$ cat config.mk
export PLATFORM = sky130hd
export DESIGN_NAME = branch_resolve_bht
export DESIGN_NICKNAME = d
export VERILOG_FILES = /design/src/rtl/branch_pkg.sv /design/src/rtl/branch_resolve_bht_counter_array.sv /design/src/rtl/branch_resolve_bht.sv
export SDC_FILE = /design/constraint.sdc
export NUM_CORES = 1
export LEC_CHECK = 0
export BUFFER_PORTS_ARGS = -buffer_cell sky130_fd_sc_hd__buf_2
export CORE_MARGIN = 5
export CORE_UTILIZATION = 60
export DETAILED_ROUTE_END_ITERATION = 12
export PLACE_DENSITY = 0.93
export SYNTH_ARGS = -nofsm -noshare
export SYNTH_HDL_FRONTEND = slang
export SYNTH_HIERARCHICAL = 1
export SYNTH_SLANG_ARGS = --single-unit
export TNS_END_PERCENT = 1
$ cat constraint.sdc
create_clock -name clk -period 6.7 [get_ports clk]
set_clock_uncertainty 0.15 [all_clocks]
set_input_delay 0.335 -clock clk [delete_from_list [all_inputs] [get_ports clk]]
set_output_delay 0.335 -clock clk [all_outputs]
set_load 0.03 [all_outputs]
$ cat src/rtl/branch_pkg.sv
// Shared encodings for the branch resolve / BHT slice: result codes,
// 2-bit counter states and the wrong-path shadow FSM states.
package branch_pkg;

   localparam logic [1:0] RES_NONE     = 2'b00;
   localparam logic [1:0] RES_HIT      = 2'b01;
   localparam logic [1:0] RES_MISS_DIR = 2'b10;
   localparam logic [1:0] RES_MISS_TGT = 2'b11;

   localparam logic [1:0] SNT = 2'b00;
   localparam logic [1:0] WNT = 2'b01;
   localparam logic [1:0] WT  = 2'b10;
   localparam logic [1:0] ST  = 2'b11;

   typedef enum logic {IDLE, SHADOW} state_t;

   // Saturating step of a 2-bit direction counter toward the actual outcome.
   function automatic logic [1:0] sat_update(input logic [1:0] ctr, input logic taken);
      if (taken) return (ctr == ST) ? ST : ctr + 2'd1;
      else       return (ctr == SNT) ? SNT : ctr - 2'd1;
   endfunction

endpackage

$ cat src/rtl/branch_resolve_bht_counter_array.sv
// Table of 2-bit saturating direction counters with one fetch read port and
// one execute update port; BYPASS forwards a same-cycle update to the read.
module bht_counter_array
   import branch_pkg::*;
#(
   parameter int DEPTH  = 64,
   parameter int IDX_W  = $clog2(DEPTH),
   parameter int BYPASS = 0
) (
   input  logic             clk,
   input  logic             rst_n,
   input  logic [IDX_W-1:0] rd_idx,
   output logic             rd_taken,
   input  logic             upd_en,
   input  logic [IDX_W-1:0] upd_idx,
   input  logic             upd_taken
);

   logic [1:0] ctr_q [DEPTH];
   logic [1:0] upd_next;
   logic [1:0] rd_ctr;

   assign upd_next = sat_update(ctr_q[upd_idx], upd_taken);

   always_comb begin
      rd_ctr = ctr_q[rd_idx];
      if ((BYPASS != 0) && upd_en && (rd_idx == upd_idx)) rd_ctr = upd_next;
   end

   assign rd_taken = rd_ctr[1];

   always_ff @(posedge clk or negedge rst_n) begin
      if (!rst_n) begin
         for (int i = 0; i < DEPTH; i++) ctr_q[i] <= WNT;
      end else if (upd_en) begin
         ctr_q[upd_idx] <= upd_next;
      end
   end

endmodule

$ cat src/rtl/branch_resolve_bht.sv
// Branch resolve unit: classifies executed branches, raises flush/redirect,
// masks wrong-path resolves after a flush and keeps saturating statistics.
module branch_resolve_bht
   import branch_pkg::*;
#(
   parameter int WIDTH_DATA_LENGTH = 32,
   parameter int DEPTH             = 64,
   parameter int FLUSH_CYC         = 2,
   parameter int BYPASS            = 0,
   parameter int CNT_W             = 16
) (
   input  logic                         clk,
   input  logic                         rst_n,
   input  logic [WIDTH_DATA_LENGTH-1:0] if_pc,
   output logic                         pred_taken,
   input  logic                         ex_valid,
   input  logic                         ex_is_branch,
   input  logic [WIDTH_DATA_LENGTH-1:0] ex_pc,
   input  logic                         ex_predicted,
   input  logic [WIDTH_DATA_LENGTH-1:0] ex_pc_pre,
   input  logic [WIDTH_DATA_LENGTH-1:0] ex_pc_alu,
   input  logic                         ex_taken,
   input  logic                         stat_clr,
   output logic [1:0]                   result,
   output logic                         flush,
   output logic [WIDTH_DATA_LENGTH-1:0] redirect_pc,
   output logic [CNT_W-1:0]             branch_cnt,
   output logic [CNT_W-1:0]             miss_cnt
);

   localparam int IDX_W = $clog2(DEPTH);
   localparam int SH_W  = (FLUSH_CYC > 0) ? $clog2(FLUSH_CYC + 1) : 1;
   localparam logic [CNT_W-1:0] CNT_MAX = '1;

   state_t            state_q, state_d;
   logic [SH_W-1:0]   shadow_q, shadow_d;
   logic              resolve, dir_miss, tgt_miss, miss;
   logic [1:0]        res_d;
   logic              unused_if_bits;

   // Only the word-index bits of the fetch PC select a counter.
   assign unused_if_bits = ^{if_pc[WIDTH_DATA_LENGTH-1:IDX_W+2], if_pc[1:0]};

   assign resolve  = ex_valid & ex_is_branch & (state_q == IDLE);
   assign dir_miss = ex_predicted != ex_taken;
   assign tgt_miss = ex_taken & (ex_pc_pre != ex_pc_alu);
   assign miss     = resolve & (dir_miss | tgt_miss);

   bht_counter_array #(
      .DEPTH (DEPTH),
      .IDX_W (IDX_W),
      .BYPASS(BYPASS)
   ) u_table (
      .clk      (clk),
      .rst_n    (rst_n),
      .rd_idx   (if_pc[IDX_W+1:2]),
      .rd_taken (pred_taken),
      .upd_en   (resolve),
      .upd_idx  (ex_pc[IDX_W+1:2]),
      .upd_taken(ex_taken)
   );

   always_comb begin
      res_d = RES_NONE;
      if (resolve) begin
         if (dir_miss)      res_d = RES_MISS_DIR;
         else if (tgt_miss) res_d = RES_MISS_TGT;
         else               res_d = RES_HIT;
      end
   end

   // The shadow starts on the flush cycle itself, so FLUSH_CYC resolves
   // following the mispredicted branch are dropped as wrong-path work.
   always_comb begin
      state_d  = state_q;
      shadow_d = shadow_q;
      case (state_q)
         IDLE: begin
            if (miss && (FLUSH_CYC > 0)) begin
               state_d  = SHADOW;
               shadow_d = SH_W'(FLUSH_CYC);
            end
         end
         SHADOW: begin
            shadow_d = shadow_q - SH_W'(1);
            if (shadow_q == SH_W'(1)) state_d = IDLE;
         end
         default: state_d = IDLE;
      endcase
   end

   always_ff @(posedge clk or negedge rst_n) begin
      if (!rst_n) begin
         state_q  <= IDLE;
         shadow_q <= '0;
      end else begin
         state_q  <= state_d;
         shadow_q <= shadow_d;
      end
   end

   always_ff @(posedge clk or negedge rst_n) begin
      if (!rst_n) begin
         result      <= RES_NONE;
         flush       <= 1'b0;
         redirect_pc <= '0;
      end else begin
         result <= res_d;
         flush  <= miss;
         if (miss) redirect_pc <= ex_taken ? ex_pc_alu : ex_pc + WIDTH_DATA_LENGTH'(4);
      end
   end

   // Clear wins over a same-cycle increment; both counters stick at all-ones.
   always_ff @(posedge clk or negedge rst_n) begin
      if (!rst_n) begin
         branch_cnt <= '0;
         miss_cnt   <= '0;
      end else if (stat_clr) begin
         branch_cnt <= '0;
         miss_cnt   <= '0;
      end else begin
         if (resolve && (branch_cnt != CNT_MAX)) branch_cnt <= branch_cnt + CNT_W'(1);
         if (miss && (miss_cnt != CNT_MAX))      miss_cnt   <= miss_cnt + CNT_W'(1);
      end
   end

endmodule

==> impl_results.html, run 1 <==
<table>
<tr><th>Metric</th><th>Value</th></tr>
<tr><th colspan="2">Placement</th></tr>
<tr><td>Final HPWL DP</td><td>22680 um</td></tr>
<tr><td>Final weighted congestion of routability-driven global placement</td><td>0.9452</td></tr>
<tr><td>Number of buffer cells added on primary ports</td><td>176</td></tr>
<tr><td>Post-Place Setup Slack</td><td>2300 ps</td></tr>
<tr><th colspan="2">Routing</th></tr>
<tr><td>DRT Wirelength</td><td>33380 um</td></tr>
<tr><td>Met3 layer wire length in the routed design</td><td>3413 um</td></tr>
<tr><td>Routed length per instance</td><td>21.33 um</td></tr>
<tr><td>Violation count after the first detailed-routing iteration</td><td>1226</td></tr>
<tr><td>Number of vias after detailed routing</td><td>10060</td></tr>
<tr><td>Met2 wirelength from detailed routing</td><td>16040 um</td></tr>
<tr><td>DR vias/cell</td><td>6.429</td></tr>
<tr><td>Number of nets still failing antenna checks after routing</td><td>0</td></tr>
<tr><td>Drc violations</td><td>0</td></tr>
<tr><td>DRT Pass-1 Iters</td><td>8</td></tr>
<tr><td>Routed metal-1 wire length</td><td>12600 um</td></tr>
<tr><td>Top routing layer in use</td><td>met5</td></tr>
<tr><th colspan="2">STA</th></tr>
<tr><td>Worst Tran Pin Value</td><td>1201 ps</td></tr>
<tr><td>Share of the cycle needed by the critical path after routing</td><td>0.6122</td></tr>
<tr><td>Fin Hold WS</td><td>101.6 ps</td></tr>
<tr><td>Worst max-slew margin expressed relative to the limit</td><td>0.1993</td></tr>
<tr><td>Crit path time final</td><td>4102 ps</td></tr>
<tr><td>Final total negative setup slack</td><td>0 ps</td></tr>
<tr><td>Top achievable clock speed</td><td>243.8 MHz</td></tr>
<tr><td>Final Max Slew Viols</td><td>0</td></tr>
<tr><td>Unrepaired setup endpoints after global routing</td><td>false</td></tr>
<tr><td>Final hold viol count</td><td>0</td></tr>
<tr><td>Post-layout worst setup margin</td><td>2598 ps</td></tr>
<tr><td>Number of setup violations in the final report</td><td>0</td></tr>
<tr><th colspan="2">Clocking</th></tr>
<tr><td>CTS H-tree lvls</td><td>4</td></tr>
<tr><td>Buffers inserted by post-CTS timing repair</td><td>0</td></tr>
<tr><td>Clock transition at the registers of the reported paths</td><td>70 ps</td></tr>
<tr><td>Buffer depth of the longest clock path</td><td>2</td></tr>
<tr><td>Worst-Skew Late Latency</td><td>450 ps</td></tr>
<tr><td>Post-cts sizing count</td><td>0</td></tr>
<tr><td>Root Buffer</td><td>sky130_fd_sc_hd__clkbuf_16</td></tr>
<tr><td>TritonCTS clock tree</td><td>yes</td></tr>
<tr><td>Number of clock sinks seen by CTS</td><td>197</td></tr>
<tr><td>Num CTS Buffers</td><td>17</td></tr>
<tr><th colspan="2">Synth</th></tr>
<tr><td>Mean cell area of the mapped netlist</td><td>10.23 sq um</td></tr>
<tr><td>Number of flops mapped to enable cells by yosys</td><td>0</td></tr>
<tr><td>Total nets after synthesis</td><td>1290</td></tr>
<tr><td>Sequential share of the synthesized area</td><td>0.4253</td></tr>
<tr><td>Synth warnings</td><td>6</td></tr>
<tr><td>Synthesized area</td><td>11780 sq um</td></tr>
<tr><td>Share of flip-flops with an asynchronous set or reset after synthesis</td><td>1.000</td></tr>
<tr><td>Count of mapped cells out of synthesis</td><td>1151</td></tr>
<tr><td>Synthesized flop and latch total</td><td>197</td></tr>
<tr><td>Distinct cell type count of the synthesized netlist</td><td>65</td></tr>
<tr><td>Most common flop cell mapped by yosys</td><td>sky130_fd_sc_hd__dfrtp_1</td></tr>
<tr><th colspan="2">Job</th></tr>
<tr><td>Max Cap Viol</td><td>0</td></tr>
<tr><th colspan="2">Power and ir drop</th></tr>
<tr><td>Standby leakage power</td><td>0.005402 uW</td></tr>
<tr><td>Power density over cell area</td><td>281.6 nW/um^2</td></tr>
<tr><td>Worst vdd rail ir drop</td><td>0.0002035 V</td></tr>
<tr><th colspan="2">Cells and area</th></tr>
<tr><td>Diode insertion count for antenna repair</td><td>0</td></tr>
<tr><td>Net count, final</td><td>1426</td></tr>
<tr><td>Most common cell after layout, fill and taps aside</td><td>sky130_fd_sc_hd__nor2_1</td></tr>
<tr><td>Area overhead of the layout relative to synthesis</td><td>12.50%</td></tr>
<tr><td>Layout cell share with drive strength beyond 1</td><td>0.3131</td></tr>
<tr><td>Fillers</td><td>1393</td></tr>
<tr><td>Most frequent cells in the layout</td><td>sky130_fd_sc_hd__nor2_1, sky130_fd_sc_hd__buf_2, sky130_fd_sc_hd__dfrtp_1</td></tr>
<tr><th colspan="2">GRT</th></tr>
<tr><td>Overall track demand over capacity in global routing</td><td>0.2927</td></tr>
<tr><td>Initial antenna violation count</td><td>2</td></tr>
<tr><td>Via count of the first global-routing pass</td><td>9656</td></tr>
<tr><td>Pin count of the biggest net entering global routing</td><td>127</td></tr>
<tr><td>Overflow after GRT</td><td>0</td></tr>
<tr><td>Wire length of the first global-routing pass</td><td>51440 um</td></tr>
<tr><th colspan="2">Setup path</th></tr>
<tr><td>Critical setup path kind</td><td>input port to register</td></tr>
<tr><td>Critical Path Sink Type</td><td>register</td></tr>
<tr><td>Worst-case reg-to-reg path depth</td><td>8</td></tr>
<tr><td>Sort of element at the start of the critical path</td><td>input port</td></tr>
<tr><td>R2R Setup Slk</td><td>3100 ps</td></tr>
<tr><td>Reg-to-reg startpoint</td><td>u_table/ctr_q[5]</td></tr>
<tr><td>Critical Path AT</td><td>4250 ps</td></tr>
<tr><td>Worst EP required</td><td>6850 ps</td></tr>
<tr><td>Top fanout value on the critical path</td><td>48</td></tr>
<tr><td>FF-to-FF End</td><td>u_table/ctr_q[62]</td></tr>
<tr><th colspan="2">Floorplanning</th></tr>
<tr><td>Initial cell density of the core</td><td>0.6073</td></tr>
<tr><td>Horiz. Die Dim</td><td>150.1 um</td></tr>
<tr><td>Height of the die</td><td>150.1 um</td></tr>
<tr><td>Die area</td><td>22540 sq um</td></tr>
<tr><td>Total number of placement rows</td><td>51</td></tr>
<tr><td>Standard cell core area</td><td>19400 sq um</td></tr>
<tr><td>Io pins</td><td>203</td></tr>
<tr><th colspan="2">Min path</th></tr>
<tr><td>Beginning of the worst hold path</td><td>ex_pc_alu[12]</td></tr>
<tr><td>HP Class</td><td>input port to register</td></tr>
<tr><td>Cells on Worst Hold Path</td><td>4</td></tr>
<tr><td>Endpoint, Worst Hold</td><td>redirect_pc[12]</td></tr>
<tr><th colspan="2">Status</th></tr>
<tr><td>Run status</td><td>finished, final reports clean</td></tr>
</table>
[cells in the mapped netlist, drive strengths merged (3+ instances only)]
cell type | number | area share
clkbuf | 31 | 0.0099
nor3 | 17 | 0.0072
a31oi | 6 | 0.0032
dfstp | 64 | 0.14
nor3b | 4 | 0.0025
mux2 | 59 | 0.057
o31ai | 6 | 0.0038
inv | 10 | 0.0032
dfrtp | 133 | 0.28
or3 | 9 | 0.0048
ha | 4 | 0.0042
nand3b | 14 | 0.0089
nor4b | 4 | 0.0030
nor2 | 234 | 0.075
a22oi | 19 | 0.013
a221oi | 5 | 0.0037
o21ai | 36 | 0.015
nand2 | 53 | 0.017
a21oi | 146 | 0.12
nand4 | 24 | 0.013
a211oi | 6 | 0.0038
a41oi | 3 | 0.0022
xnor2 | 17 | 0.013
and3b | 3 | 0.0022
nand3 | 36 | 0.015
and4 | 6 | 0.0045
buf | 37 | 0.025
nor2b | 13 | 0.0069
o22ai | 5 | 0.0027
and3 | 9 | 0.0048
mux4 | 27 | 0.052
xor2 | 59 | 0.044
or3b | 7 | 0.0052
mux2i | 5 | 0.0042
or4 | 6 | 0.0038
nor4 | 13 | 0.0080
[layout make-up]
class                      instances  area [sq um]  share of cell area
multi-input combinational        876          6335              0.4780
clock inverter                    13         113.9            0.008591
inverter                          10         37.54            0.002832
sequential                       197          5010              0.3780
tap                              265         331.6             0.02502
clock buffer                      19         452.9             0.03418
timing repair buffer             185         972.2             0.07336
[cells by family after synthesis]
group	Yosys count	synth area share
fa+ha+maj	6	0.006054
compound gates	244	0.1754
mux	91	0.1126
xor+xnor	76	0.05651
flops	197	0.4253
simple gates	459	0.1863
buf+inv	78	0.03792
[worst max path at each step]
| stage | from | to | slack (ps) | depth (start not counted) |
|---|---|---|---|---|
| 6_report | ex_pc[3] | u_table/ctr_q[101] | 2600 | 9 |
| 5_1_grt | ex_pc[2] | u_table/ctr_q[62] | 2510 | 10 |
| 4_1_cts | ex_pc[2] | u_table/ctr_q[62] | 2730 | 10 |
| 3_5_place_dp | ex_pc[2] | u_table/ctr_q[62] | 2300 | 10 |
| 3_3_place_gp | ex_pc[2] | u_table/ctr_q[62] | 2300 | 10 |
| 2_1_floorplan | if_pc[2] | pred_taken | 3360 | 5 |
[worst max-delay path: stages]
cell and delay (ps):
sky130_fd_sc_hd__buf_2 670, sky130_fd_sc_hd__nor2_1 480, sky130_fd_sc_hd__a22oi_1 300, sky130_fd_sc_hd__nor3_1 110
sky130_fd_sc_hd__or4_1 550, sky130_fd_sc_hd__nor4_1 260, sky130_fd_sc_hd__maj3_2 1000, sky130_fd_sc_hd__buf_4 380
sky130_fd_sc_hd__a21oi_1 130
[routing by layer]
| metal | global-route usage | up-vias |
|---|---|---|
| met5 | 0 | - |
| met4 | 0.1322 | 2 |
| met3 | 0.07435 | 121 |
| met2 | 0.4573 | 604 |
| met1 | 0.3874 | 4953 |
| li1 | - | 4382 |
[state kept, by name, indices dropped and copies added, names as in the netlist]
signal and count:
redirect_pc 32, state_q 1, branch_cnt 16, flush 1, u_table/ctr_q 128, miss_cnt 16
result 1, shadow_q 2
[metrics by stage]
step | util | std cells | cell area, sq um | power, uW
final | 0.6832 | 1565 | 13250 | 3731
after global routing | 0.6832 | 1565 | 13250 | 3874
after CTS | 0.6832 | 1565 | 13250 | 3729
after detailed placement | 0.6534 | 1532 | 12680 | 2720
after global placement | 0.6534 | 1532 | 12680 | 2669
after floorplan | - | 1151 | 11780 | 2394
[where the power goes]
group / internal (uW) / switching, uW / total (uW)
Clock: 509 / 496 / 1000
Combinational: 397 / 707 / 1100
Sequential: 1470 / 154 / 1620
Total: 2380 / 1360 / 3730
[timing repair]
action / 4_1_cts / 5_1_grt
hold endpoints to repair: 97 / 0
endpoints found under the setup margin: 0 / 0
hold buffers: 1 / 0
Power figures use the tool's default switching activity.
==> run 2: changes to the inputs <==
ABC_AREA = 1   (was unset)
CORE_UTILIZATION = 58   (was 60)
PLACE_DENSITY = 0.89   (was 0.93)
clock period = 3.79 ns   (was 6.7 ns; I/O delays follow)
==> run 2 against run 1 <==
  * Sequential share of layout area is 3.5 points lower
  * First-iteration DRC count up 59%
  * Wire length grew 20%
  * Core utilization fell by 1.3 points
  * Highest routed layer is now met4
  * Critical path type unchanged
  * Via count grew 38%
  * Register-to-register slack got worse by 2300 ps
==> impl_results.html, run 2 <==
<table>
<tr><th>Metric</th><th>Value</th></tr>
<tr><th colspan="2">Routing</th></tr>
<tr><td>DRT Pass-1 Iters</td><td>7 (-1)</td></tr>
<tr><td>DRT Wirelength</td><td>40060 um (+20%)</td></tr>
<tr><td>Drc violations</td><td>0 (unchanged)</td></tr>
<tr><td>Violation count after the first detailed-routing iteration</td><td>1945 (+59%)</td></tr>
<tr><td>Routed length per instance</td><td>16.36 um (-23%)</td></tr>
<tr><td>Number of nets still failing antenna checks after routing</td><td>0 (unchanged)</td></tr>
<tr><td>DR vias/cell</td><td>5.668 (-12%)</td></tr>
<tr><td>Number of vias after detailed routing</td><td>13880 (+38%)</td></tr>
<tr><th colspan="2">Floorplanning</th></tr>
<tr><td>Height of the die</td><td>158.5 um (+5.6%)</td></tr>
<tr><td>Horiz. Die Dim</td><td>158.5 um (+5.6%)</td></tr>
<tr><td>Standard cell core area</td><td>21760 sq um (+12%)</td></tr>
<tr><td>Total number of placement rows</td><td>54 (+5.9%)</td></tr>
<tr><td>Die area</td><td>25130 sq um (+12%)</td></tr>
<tr><td>Io pins</td><td>203 (unchanged)</td></tr>
<tr><td>Initial cell density of the core</td><td>0.5880 (-0.01921)</td></tr>
<tr><th colspan="2">Placement</th></tr>
<tr><td>Post-Place Setup Slack</td><td>766.8 ps (-1533 ps)</td></tr>
<tr><td>Number of buffer cells added on primary ports</td><td>176 (unchanged)</td></tr>
<tr><td>Total instance count after detailed placement</td><td>2384 (+56%)</td></tr>
<tr><td>Final HPWL DP</td><td>26620 um (+17%)</td></tr>
<tr><td>Area after DPL</td><td>13720 sq um (+8.3%)</td></tr>
<tr><td>Final weighted congestion of routability-driven global placement</td><td>0.9619 (+1.8%)</td></tr>
<tr><th colspan="2">STA</th></tr>
<tr><td>Final hold viol count</td><td>0 (unchanged)</td></tr>
<tr><td>Worst Tran Pin Value</td><td>1066 ps (-135.0 ps)</td></tr>
<tr><td>Final Max Slew Viols</td><td>0 (unchanged)</td></tr>
<tr><td>Post-layout worst setup margin</td><td>719.7 ps (-1878 ps)</td></tr>
<tr><td>Top achievable clock speed</td><td>325.7 MHz</td></tr>
<tr><td>Number of setup violations in the final report</td><td>0 (unchanged)</td></tr>
<tr><td>Crit path time final</td><td>3070 ps</td></tr>
<tr><td>Share of the cycle needed by the critical path after routing</td><td>0.8101</td></tr>
<tr><td>Final total negative setup slack</td><td>0 ps (unchanged)</td></tr>
<tr><td>Unrepaired setup endpoints after global routing</td><td>false</td></tr>
<tr><td>Worst max-slew margin expressed relative to the limit</td><td>0.2885 (+0.08919)</td></tr>
<tr><th colspan="2">Cells and area</th></tr>
<tr><td>Layout cell share with drive strength beyond 1</td><td>0.1450 (-0.1681)</td></tr>
<tr><td>Post-Layout Inst Area</td><td>14590 sq um (+10%)</td></tr>
<tr><td>Utilization after layout</td><td>0.6705 (-0.01266)</td></tr>
<tr><td>Fin cells</td><td>2449 (+56%)</td></tr>
<tr><td>Most frequent cells in the layout</td><td>sky130_fd_sc_hd__nand2_1, sky130_fd_sc_hd__inv_1, sky130_fd_sc_hd__nor2_1</td></tr>
<tr><td>Biggest regs</td><td>u_table/ctr_q (128), redirect_pc (32)</td></tr>
<tr><td>Net count, final</td><td>2292 (+61%)</td></tr>
<tr><td>Number of flip-flops in the largest register</td><td>128 (unchanged)</td></tr>
<tr><td>Top reg by flops</td><td>u_table/ctr_q</td></tr>
<tr><td>Area overhead of the layout relative to synthesis</td><td>14.02%</td></tr>
<tr><td>Most common cell after layout, fill and taps aside</td><td>sky130_fd_sc_hd__nand2_1</td></tr>
<tr><th colspan="2">Synth</th></tr>
<tr><td>Cell types occupying the most area after synthesis</td><td>sky130_fd_sc_hd__nand2_1, sky130_fd_sc_hd__dfrtp_1, sky130_fd_sc_hd__dfstp_2</td></tr>
<tr><td>Distinct cell type count of the synthesized netlist</td><td>47 (-28%)</td></tr>
<tr><td>Sequential share of the synthesized area</td><td>0.3916 (-0.03369)</td></tr>
<tr><td>Synth cell count leaders</td><td>sky130_fd_sc_hd__nand2_1, sky130_fd_sc_hd__inv_1, sky130_fd_sc_hd__nor2_1</td></tr>
<tr><td>Synth warnings</td><td>6 (unchanged)</td></tr>
<tr><td>Count of mapped cells out of synthesis</td><td>1989 (+73%)</td></tr>
<tr><td>Share of Yosys cell area claimed by the top area cell type</td><td>0.2708 (-0.01172)</td></tr>
<tr><td>Mean cell area of the mapped netlist</td><td>6.432 sq um (-37%)</td></tr>
<tr><td>Largest area contributor in the synthesized netlist</td><td>sky130_fd_sc_hd__nand2_1</td></tr>
<tr><td>Total nets after synthesis</td><td>2128 (+65%)</td></tr>
<tr><td>Synthesized flop and latch total</td><td>197 (unchanged)</td></tr>
<tr><td>Number of flops mapped to enable cells by yosys</td><td>0 (unchanged)</td></tr>
<tr><td>Cell with the most instances after synthesis</td><td>sky130_fd_sc_hd__nand2_1</td></tr>
<tr><td>Share of flip-flops with an asynchronous set or reset after synthesis</td><td>1.000 (unchanged)</td></tr>
<tr><td>Synthesized area</td><td>12790 sq um (+8.6%)</td></tr>
<tr><td>Most common flop cell mapped by yosys</td><td>sky130_fd_sc_hd__dfrtp_1</td></tr>
<tr><th colspan="2">GRT</th></tr>
<tr><td>Overflow after GRT</td><td>0 (unchanged)</td></tr>
<tr><td>Overall track demand over capacity in global routing</td><td>0.3146 (+0.02188)</td></tr>
<tr><td>Wire length of the first global-routing pass</td><td>63810 um (+24%)</td></tr>
<tr><td>Pin count of the biggest net entering global routing</td><td>120 (-5.5%)</td></tr>
<tr><td>Via count of the first global-routing pass</td><td>13300 (+38%)</td></tr>
<tr><td>Initial antenna violation count</td><td>3 (+1)</td></tr>
<tr><th colspan="2">Clocking</th></tr>
<tr><td>Worst-Skew Late Latency</td><td>430 ps (-20 ps)</td></tr>
<tr><td>Post-cts sizing count</td><td>0 (unchanged)</td></tr>
<tr><td>CTS H-tree lvls</td><td>4 (unchanged)</td></tr>
<tr><td>Buffer depth of the longest clock path</td><td>2 (unchanged)</td></tr>
<tr><td>Clock transition at the registers of the reported paths</td><td>70 ps (about the same)</td></tr>
<tr><td>Root Buffer</td><td>sky130_fd_sc_hd__clkbuf_16</td></tr>
<tr><td>Number of clock sinks seen by CTS</td><td>197 (unchanged)</td></tr>
<tr><td>TritonCTS clock tree</td><td>yes</td></tr>
<tr><td>Num CTS Buffers</td><td>17 (unchanged)</td></tr>
<tr><th colspan="2">Status</th></tr>
<tr><td>Run status</td><td>finished, final reports clean</td></tr>
<tr><th colspan="2">Setup path</th></tr>
<tr><td>Critical setup path kind</td><td>input port to register</td></tr>
<tr><td>Worst EP required</td><td>3970 ps (-2880 ps)</td></tr>
<tr><td>Top fanout value on the critical path</td><td>46 (-4.2%)</td></tr>
<tr><td>Reg-to-reg startpoint</td><td>state_q</td></tr>
<tr><td>Critical Path Sink Type</td><td>register</td></tr>
<tr><td>Sort of element at the start of the critical path</td><td>input port</td></tr>
<tr><td>Critical Path AT</td><td>3250 ps (-1000 ps)</td></tr>
<tr><td>Beginning of the critical path</td><td>ex_pc_alu[13]</td></tr>
<tr><th colspan="2">Power and ir drop</th></tr>
<tr><td>Power density over cell area</td><td>408.2 nW/um^2 (+45%)</td></tr>
<tr><td>Standby leakage power</td><td>0.007660 uW (+42%)</td></tr>
<tr><td>Worst vdd rail ir drop</td><td>0.0003057 V (+50%)</td></tr>
<tr><th colspan="2">Job</th></tr>
<tr><td>Max Cap Viol</td><td>0 (unchanged)</td></tr>
<tr><th colspan="2">Min path</th></tr>
<tr><td>HP Class</td><td>input port to register</td></tr>
<tr><td>Beginning of the worst hold path</td><td>ex_pc_alu[20]</td></tr>
</table>
[run 2: area by class of cell]
class | count | area [sq um]
Timing Repair Buffer | 219 | 1325
Clock inverter | 10 | 101.3
Multi-Input combinational cell | 1513 | 6570
Antenna cell | 3 | 7.507
Tap cell | 280 | 350.3
Sequential cell | 197 | 5010
Fill cell | 1814 | 7168
Inverter | 205 | 769.5
Clock buffer | 22 | 454.2
[run 2: repair_timing]
action,in CTS,in global routing
hold buffers,30,0
buffers inserted,0,0
hold endpoints to repair,110,0
[run 2: power by group]
group          internal (uW)  switching [uW]
sequential              2420             169
clock                    933             816
combinational            459            1150
total                   3810            2140
[run 2: worst paths after layout]
| check | slack, ps | cells after the start | end |
|---|---|---|---|
| max | 720 | 13 | redirect_pc[28] |
| min | 10 | 5 | redirect_pc[20] |
| max reg2reg | 850 | 8 | redirect_pc[28] |
| min reg2reg | 320 | 2 | u_table/ctr_q[22] |
| max in group asynchronous | 2250 | 3 | u_table/ctr_q[84] |
| min in group asynchronous | 280 | 2 | u_table/ctr_q[1] |
[run 2: worst max-delay path, cell delays in order]
cell and delay (ps):
sky130_fd_sc_hd__dlygate4sd3_1 530, sky130_fd_sc_hd__buf_2 140, sky130_fd_sc_hd__xnor2_1 160, sky130_fd_sc_hd__nand2_1 160, sky130_fd_sc_hd__nor2_1 130, sky130_fd_sc_hd__nand2_1 70
sky130_fd_sc_hd__nor2_2 130, sky130_fd_sc_hd__nand3_2 190, sky130_fd_sc_hd__nand2_4 430, sky130_fd_sc_hd__inv_2 330, sky130_fd_sc_hd__nand3_1 150, sky130_fd_sc_hd__dlygate4sd3_1 580
sky130_fd_sc_hd__nand2_1 50
[run 2: cells by family after synthesis]
kind of cell,Yosys count,synth area share
AND/OR/NAND/NOR,1330,0.4208
buffers and inverters,279,0.09526
flip-flops,197,0.3916
AO/OA/AOI/OAI,144,0.06435
XOR/XNOR,34,0.02328
adder cells (fa/ha/maj),4,0.003912
multiplexers,1,0.0007824
[run 2: stage by stage]
stage	hold WS (ps)	total power, uW
floorplan	-256.1	3639
global placement	242.8	4125
detailed placement	242.2	4168
CTS	4.670	5928
global route	21.62	6227
finish	11.66	5955
[run 2: routing by layer]
layer	up-vias	global-route usage	wire (um)
li1	6478	-	-
met1	6343	0.3966	15310
met2	868	0.5120	18560
met3	192	0.06225	4138
met4	0	0.1686	2058
met5	-	0	0
